`src/rtl/seg_disp_sched.sv`:
```
// rtl/seg_disp_sched.sv - Display scheduler sharing one 7-segment driver between error, result and background sources
module seg_disp_sched #(
    parameter logic [15:0] CNT_1MS  = 16'd49_999,
    parameter logic [15:0] HOLD_MS  = 16'd2000,
    parameter logic [15:0] BLINK_MS = 16'd250
) (
    input  logic        sys_clk,
    input  logic        sys_rst_n,
    input  logic        disp_on,
    input  logic        err_req,
    input  logic [19:0] err_code,
    input  logic        res_req,
    input  logic [19:0] res_data,
    input  logic [5:0]  res_point,
    input  logic        res_sign,
    input  logic [19:0] bg_data,
    input  logic [5:0]  bg_point,
    input  logic        bg_sign,
    output logic [19:0] data,
    output logic [5:0]  point,
    output logic        sign,
    output logic        seg_en,
    output logic [1:0]  cur_src,
    output logic        res_ack,
    output logic        err_ack
);

    localparam logic [15:0] HOLD_EFF   = (HOLD_MS == 16'd0) ? 16'd1 : HOLD_MS;
    localparam logic [15:0] HOLD_LAST  = HOLD_EFF - 16'd1;
    localparam logic [15:0] BLINK_LAST = (BLINK_MS == 16'd0) ? 16'd0 : BLINK_MS - 16'd1;

    typedef enum logic [1:0] {
        IDLE     = 2'd0,
        SHOW_RES = 2'd1,
        SHOW_ERR = 2'd2
    } state_t;

    state_t      state_q, state_d;
    logic [19:0] res_data_q, err_code_q;
    logic [5:0]  res_point_q;
    logic        res_sign_q;
    logic        res_pend_q, res_pend_d;
    logic        err_pend_q, err_pend_d;
    logic        res_ack_q, err_ack_q;
    logic [19:0] data_q, data_d;
    logic [5:0]  point_q, point_d;
    logic        sign_q, sign_d;
    logic        seg_en_q, seg_en_d;
    logic [1:0]  src_q, src_d;
    logic [15:0] pre_q, pre_d;
    logic [15:0] ms_q, ms_d;
    logic [15:0] bcnt_q, bcnt_d;
    logic        blink_q, blink_d;
    logic        tick, expire;
    logic        go_err, go_res, go_bg;

    assign tick   = (pre_q == CNT_1MS);
    assign expire = tick && (ms_q == HOLD_LAST);

    always_comb begin
        go_err = 1'b0;
        go_res = 1'b0;
        go_bg  = 1'b0;
        case (state_q)
            IDLE: begin
                if (err_pend_q)      go_err = 1'b1;
                else if (res_pend_q) go_res = 1'b1;
                else                 go_bg  = 1'b1;
            end
            SHOW_RES: begin
                if (err_pend_q)      go_err = 1'b1;
                else if (res_pend_q) go_res = 1'b1;
                else if (expire)     go_bg  = 1'b1;
            end
            SHOW_ERR: begin
                if (err_pend_q) go_err = 1'b1;
                else if (expire) begin
                    if (res_pend_q) go_res = 1'b1;
                    else            go_bg  = 1'b1;
                end
            end
            default: go_bg = 1'b1;
        endcase
    end

    always_comb begin
        state_d = state_q;
        data_d  = data_q;
        point_d = point_q;
        sign_d  = sign_q;
        src_d   = src_q;
        if (go_err) begin
            state_d = SHOW_ERR;
            data_d  = err_code_q;
            point_d = 6'd0;
            sign_d  = 1'b0;
            src_d   = 2'd2;
        end else if (go_res) begin
            state_d = SHOW_RES;
            data_d  = res_data_q;
            point_d = res_point_q;
            sign_d  = res_sign_q;
            src_d   = 2'd1;
        end else if (go_bg) begin
            state_d = IDLE;
            data_d  = bg_data;
            point_d = bg_point;
            sign_d  = bg_sign;
            src_d   = 2'd0;
        end
    end

    // A request landing on the consuming edge wins: the flag stays set for the newer sample.
    always_comb begin
        res_pend_d = res_pend_q;
        err_pend_d = err_pend_q;
        if (go_res) res_pend_d = 1'b0;
        if (go_err) err_pend_d = 1'b0;
        if (res_req) res_pend_d = 1'b1;
        if (err_req) err_pend_d = 1'b1;
    end

    always_comb begin
        pre_d   = pre_q;
        ms_d    = ms_q;
        bcnt_d  = bcnt_q;
        blink_d = blink_q;
        if (go_err || go_res || go_bg) begin
            pre_d   = 16'd0;
            ms_d    = 16'd0;
            bcnt_d  = 16'd0;
            blink_d = 1'b1;
        end else if (tick) begin
            pre_d = 16'd0;
            ms_d  = ms_q + 16'd1;
            if (BLINK_MS != 16'd0) begin
                if (bcnt_q == BLINK_LAST) begin
                    bcnt_d  = 16'd0;
                    blink_d = ~blink_q;
                end else begin
                    bcnt_d = bcnt_q + 16'd1;
                end
            end
        end else begin
            pre_d = pre_q + 16'd1;
        end
        seg_en_d = disp_on & ((state_d == SHOW_ERR) ? blink_d : 1'b1);
    end

    always_ff @(posedge sys_clk or negedge sys_rst_n) begin
        if (!sys_rst_n) begin
            state_q     <= IDLE;
            res_data_q  <= 20'd0;
            res_point_q <= 6'd0;
            res_sign_q  <= 1'b0;
            err_code_q  <= 20'd0;
            res_pend_q  <= 1'b0;
            err_pend_q  <= 1'b0;
            res_ack_q   <= 1'b0;
            err_ack_q   <= 1'b0;
            data_q      <= 20'd0;
            point_q     <= 6'd0;
            sign_q      <= 1'b0;
            seg_en_q    <= 1'b0;
            src_q       <= 2'd0;
            pre_q       <= 16'd0;
            ms_q        <= 16'd0;
            bcnt_q      <= 16'd0;
            blink_q     <= 1'b1;
        end else begin
            state_q    <= state_d;
            res_pend_q <= res_pend_d;
            err_pend_q <= err_pend_d;
            res_ack_q  <= res_req;
            err_ack_q  <= err_req;
            if (res_req) begin
                res_data_q  <= res_data;
                res_point_q <= res_point;
                res_sign_q  <= res_sign;
            end
            if (err_req) err_code_q <= err_code;
            data_q   <= data_d;
            point_q  <= point_d;
            sign_q   <= sign_d;
            seg_en_q <= seg_en_d;
            src_q    <= src_d;
            pre_q    <= pre_d;
            ms_q     <= ms_d;
            bcnt_q   <= bcnt_d;
            blink_q  <= blink_d;
        end
    end

    assign data    = data_q;
    assign point   = point_q;
    assign sign    = sign_q;
    assign seg_en  = seg_en_q;
    assign cur_src = src_q;
    assign res_ack = res_ack_q;
    assign err_ack = err_ack_q;

endmodule
```
`config.mk`:
```
export PLATFORM = sky130hd
export DESIGN_NAME = seg_disp_sched
export DESIGN_NICKNAME = d
export VERILOG_FILES = /design/src/rtl/seg_disp_sched.sv
export SDC_FILE = /design/constraint.sdc
export NUM_CORES = 1
export LEC_CHECK = 0
export BUFFER_PORTS_ARGS = -buffer_cell sky130_fd_sc_hd__buf_2
export CAP_MARGIN = 20
export CORE_MARGIN = 4
export CORE_UTILIZATION = 51
export CTS_CLUSTER_DIAMETER = 120
export DETAILED_ROUTE_END_ITERATION = 12
export PLACE_DENSITY_LB_ADDON = 0.15
export SLEW_MARGIN = 0
export SYNTH_ARGS = -nofsm -noshare
export SYNTH_HDL_FRONTEND = slang
export SYNTH_SLANG_ARGS = --single-unit
export TNS_END_PERCENT = 50
```
`constraint.sdc`:
```
create_clock -name sys_clk -period 1.9 [get_ports sys_clk]
set_input_delay 0.38 -clock sys_clk [delete_from_list [all_inputs] [get_ports sys_clk]]
set_output_delay 0.38 -clock sys_clk [all_outputs]
set_load 0.01 [all_outputs]
```
* Yosys cells after proc, flatten, opt, wreduce, memory -nomap -nowiden
Cells that the tools add are included.
Storage, ports and cells: bits in latches 0, bits in registers 132, word-level logic and storage cells 84, memories kept 0, bits in read-only memories 0, bits of input ports 79, memory bits (writable) 0
Operators by class: equality and inequality tests 6, add/subtract/negate cells 3, reduce and logical (&&, ||, !) cells 10, mux-type cells 45, bitwise logic cells 2, shift-type cells 0, multiply operators 0, order comparisons 0, divide/modulo/power cells 0
Operators with widths (count):
- 16-bit 2-to-1 mux | 7
- 20-bit 2-to-1 mux | 3
- 16-bit by 1-bit adder with 16-bit output (second input constant) | 3
- 1-bit 2-to-1 mux | 24
- 6-bit 2-to-1 mux | 3
- 16-bit by 11-bit equality test with 1-bit output (second input constant) | 1
- 16-bit equality test (second input constant) | 1
- 16-bit by 8-bit equality test with 1-bit output (second input constant) | 1
- 2-bit 2-to-1 mux | 6
- 2-bit nonzero test | 3
- 2-bit equality test (second input constant) | 2
- 1-bit case mux with 3 select lines | 1
- 3-bit nonzero test | 1
- 3-bit OR reduction | 1
- 2-bit by 1-bit equality test with 1-bit output (second input constant) | 1
- 2-bit logical NOT | 1
- 1-bit logical OR | 2
- 1-bit case mux with 2 select lines | 1
- 2-bit OR reduction | 1
- 1-bit AND | 1
- 1-bit logical AND | 1
- 1-bit NOT | 1

* Depth between registers and ports, before layout
depth after elaboration 12, gate-level depth with buffers 8

* Least setup slack after synthesis
Ideal clock, no wire load.
kind register to register, start point reg bcnt_q[9], end point reg seg_en_q (netlist: seg_en), slack -0.082 ns, arrival time 1.842 ns, data required time 1.760 ns, cell stages (with the launch flop) 7, period minus slack after synthesis 1.982 ns, path buffers 1, path through dfrtp_1 -> buf_6 -> or4_4 -> nor4_4 -> and2b_1 -> xnor2_1 -> a31oi_2
On the way: cells in the longest elaborated chain, start to end 6
RTL lines:
- from (decl) | RTL line 52 | logic [15:0] bcnt_q, bcnt_d;
- from (signal assigned) | RTL line 189 | bcnt_q <= bcnt_d;
- 16-bit by 8-bit equality test with 1-bit output | RTL line 137 | if (bcnt_q == BLINK_LAST) begin
- 1-bit 2-to-1 mux | RTL line 137
- 1-bit 2-to-1 mux | RTL line 133 | end else if (tick) begin
- 1-bit 2-to-1 mux | RTL line 128 | if (go_err || go_res || go_bg) begin
- 1-bit 2-to-1 mux | RTL line 147 | seg_en_d = disp_on & ((state_d == SHOW_ERR) ? blink_d : 1'b1);
- 1-bit AND | RTL line 147
- net seg_en_d | RTL line 48 | logic seg_en_q, seg_en_d;
- to (signal assigned) | RTL line 185 | seg_en_q <= seg_en_d;
- to (decl) | RTL line 48
The timed path passes the listed nets, and every way through them passes these cells. A chain may end at the register's enable or synchronous reset.

* Worst setup path after layout
start point reg bcnt_q[1], end point reg bcnt_q[8]
On the way: cells in the longest elaborated chain, start to end 4
RTL lines (RTL line):
- 16-bit by 1-bit adder with 16-bit output or 16-bit by 8-bit equality test with 1-bit output (tied branches) | 141, 137
- 16-bit 2-to-1 mux (*) | 137
- 16-bit 2-to-1 mux (*) | 133
- 16-bit 2-to-1 mux (*) | 128
Every way passes the cells marked *; elsewhere a longest branch is shown, timed or not. The select of a mux whose other input is x is not followed.

==> results.json <==
{
  "tightest_slew_ns": 0.555,
  "rr_startpoint": "bcnt_q[1]",
  "vias": 5676,
  "syn-cell-area_mm2": 0.00644,
  "path_class": "flip-flop to flip-flop",
  "cp_max_fo": 5,
  "met2_usage_pct": 40.8,
  "drtAntennaViolNets": 0,
  "place_area_mm2": 0.00780,
  "wl_per_cell_um": 18.4,
  "status": "complete, but fails checks",
  "fin_hold_ws_ns": 0.199,
  "max_stage_delay_ns": 0.39,
  "syn_inst": 605,
  "path_common_cell": "buf_6",
  "final_cell_mix": "dfrtp_1, buf_2, buf_4, nor2_1, mux2_2",
  "ys.warnings.count": 0,
  "dieArea_mm2": 0.0145,
  "synth_area_per_cell_um2": 10.6,
  "clk_latency_ns": 0.41,
  "globalRoute.busiestLayer": "met2",
  "reg2regPathDepth": 9,
  "pin_count": 111,
  "min_to": "res_data_q[13]",
  "final_layout_size_suffix_gt1_share_pct": 43.9,
  "routed_wl_um": 17900,
  "antenna_cells": 0,
  "gr-usage-all-layers_pct": 24.2,
  "p_int_w": 0.00620,
  "p_switching_w": 0.00263,
  "power_density_mw_per_mm2": 996,
  "p_comb_share_pct": 23.5,
  "worst_ep_arrival_time_ns": 2.29,
  "grt-ovfl-total": 0,
  "initial_core_util_pct": 52.7,
  "drt_first_pass_iters": 5,
  "final_nets": 877,
  "cts_max_level": 4,
  "rsz0062_at_grt": "yes",
  "end_kind": "flip-flop",
  "synth-edff-count": 0,
  "cp_slowest_cell": "dfrtp_1",
  "antenna_found_initial": 0,
  "synth_cell_types": 64,
  "clkSlewWorstSetupHoldPaths_ns": 0.06,
  "leakagePower_nw": 3.83,
  "cts_buffer_depth": 2,
  "r2r-end": "bcnt_q[8]",
  "period_share_pct": 105,
  "min_path_cells": 2,
  "numCtsBuffers": 17,
  "synthesis.nets": 688,
  "grt.met3_usage_pct": 7.02,
  "finalWorstSetupSlack_ns": -0.0856,
  "slew_headroom_pct": 62.7,
  "use_met1_pct": 30.7,
  "cts.sinks": 132,
  "vias_per_cell": 5.83,
  "num_rows": 40,
  "hp-class": "primary input to flip-flop",
  "ir_drop_v": 0.000689,
  "synth_ff_type": "dfrtp_1",
  "swShare_pct": 29.8,
  "grt_pass1_vias": 5672,
  "min_period_ns": 1.99,
  "critical_path.n_buffers_inverters": 3,
  "crit_chain": "inv_2 > ha_4 > or3b_4 > nor4_4 > buf_6 > a2111o_1 > buf_6 > o211a_1 > nor2_1",
  "hpwl_um": 12000,
  "place_congestion": 0.838,
  "fin_area_mm2": 0.00887,
  "rrSetupSlack_ns": -0.09,
  "grt_pass1_wl_um": 28100,
  "fmax_mhz": 504,
  "drtIter0Drc": 395,
  "power.share.clock_pct": 37.7,
  "violations": "negative setup slack",
  "cts_tree": "built",
  "hp-start": "res_data[13]",
  "synth_seq_cells": 132,
  "async_flop_share_pct": 100,
  "die_x_um": 120,
  "final_hold_viol_count": 0,
  "drv_slew": 0,
  "cts_root_buffer": "clkbuf_16",
  "setup_viol": 13,
  "path_delay_family": "simple AND/OR/NAND/NOR gates",
  "area_delta_synth_final_pct": 37.7,
  "seq_area_frac_synth_pct": 51.3,
  "seqPwrFrac_pct": 38.8,
  "drc": 0,
  "finClkSkew_ns": 0.00842,
  "place.port_buffers": 110,
  "cap_viol_max_count": 0,
  "core_mm2": 0.0122,
  "cp-start-kind": "flip-flop",
  "mostFrequentLayoutCell": "dfrtp_1",
  "crit_required_ns": 2.21,
  "die_h_um": 120,
  "grt_max_degree": 35
}
-- flip-flops by register name (all words and copies together) (netlist names), 2 cells and up --
register,count
ms_q,16
bcnt_q,16
point,6
data,20
res_point_q,6
state_q,2
pre_q,16
res_data_q,20
err_code_q,20
cur_src,2
-- through the flow --
stage | util, % | setup WS, ns | total power, W | setup TNS, ns | instances
after floorplan | - | -0.0696 | 0.00447 | -0.321 | 605
final | 72.6 | -0.0856 | 0.00883 | -0.545 | 974
after global placement | 63.9 | -0.0989 | 0.00528 | -1.16 | 933
after global routing | 72.6 | -0.200 | 0.00922 | -2.89 | 974
after detailed placement | 63.9 | -0.160 | 0.00535 | -2.91 | 933
after CTS | 69.6 | -0.0604 | 0.00870 | -0.200 | 965
-- layout make-up --
cell class                 count  area, um2
clock buffer                  19        443
clock inverter                12        154
fill                         897       3340
inverter                      16       60.1
multi-input combinational    421       3260
sequential                   132       3310
tap                          168        210
timing repair buffer         206       1440
-- synth_stat cells (2+ instances only) --
library cell	instances	area share, %
a2111oi_4	2	0.85
a21o_1	3	0.35
a21oi_1	37	2.9
a221oi_1	7	0.95
a22oi_1	5	0.58
a311oi_1	12	1.6
a31oi_1	19	1.8
a32oi_1	2	0.27
a41oi_1	2	0.27
and2_1	6	0.58
and3_1	5	0.49
and4_1	4	0.54
buf_1	2	0.12
buf_2	9	0.70
buf_6	2	0.35
clkbuf_1	23	1.3
dfrtp_1	131	51
ha_1	4	0.78
inv_1	16	0.93
mux2_2	47	8.2
mux2i_1	5	0.78
nand2_1	27	1.6
nand2b_1	3	0.29
nand3_1	25	1.9
nand4_1	13	1.3
nand4b_1	2	0.27
nor2_1	50	2.9
nor2b_1	3	0.29
nor3_1	16	1.2
nor4_1	7	0.68
o211a_1	2	0.31
o21ai_0	29	2.3
o21ai_1	3	0.23
o22ai_1	13	1.3
o2bb2ai_1	5	0.68
o31ai_1	5	0.58
or2_2	2	0.19
or3_1	5	0.49
xnor2_1	23	3.1
xor2_1	5	0.68
-- cells by family after synthesis --
logic type	after synthesis	share of synthesized area, %
multiplexers	52	8.99
flip-flops	132	51.3
adder cells (fa/ha/maj)	4	0.777
buffers and inverters	52	3.44
XOR/XNOR	28	3.81
AND/OR/NAND/NOR	183	15.6
AO/OA/AOI/OAI	154	16.1
-- timing repair --
| item | 4_1_cts | 5_1_grt |
|---|---|---|
| gates resized for setup | 23 | 59 |
| pin swaps | 4 | 31 |
| hold endpoints to repair | 20 | 0 |
| gates cloned | 0 | 2 |
| hold buffers | 1 | 0 |
| buffers inserted | 3 | 7 |
| setup endpoints to repair | 58 | 66 |
-- routing by layer --
layer | up-vias | part of all wire (%)
met5 | - | 0
met4 | 0 | 1.1
met3 | 22 | 6.0
met2 | 186 | 52
met1 | 2845 | 41
li1 | 2623 | -
-- power by group through the flow --
stage	clock, W	combinational [W]	sequential (W)
after floorplan	0	0.000954	0.00351
after global placement	0	0.00185	0.00344
after detailed placement	0	0.00190	0.00345
after CTS	0.00336	0.00193	0.00341
after global routing	0.00352	0.00223	0.00347
final	0.00333	0.00207	0.00343
-- how the worst max path moves through the flow --
stage	startpoint	end	cells past startpoint
floorplan	bcnt_q[1]	seg_en	7
global placement	pre_q[5]	point[2]	6
detailed placement	bcnt_q[1]	bcnt_q[4]	9
CTS	bcnt_q[10]	bcnt_q[10]	7
global route	pre_q[10]	bcnt_q[8]	7
finish	bcnt_q[1]	bcnt_q[8]	9
Note: power is estimated with default switching activity, not from simulation.
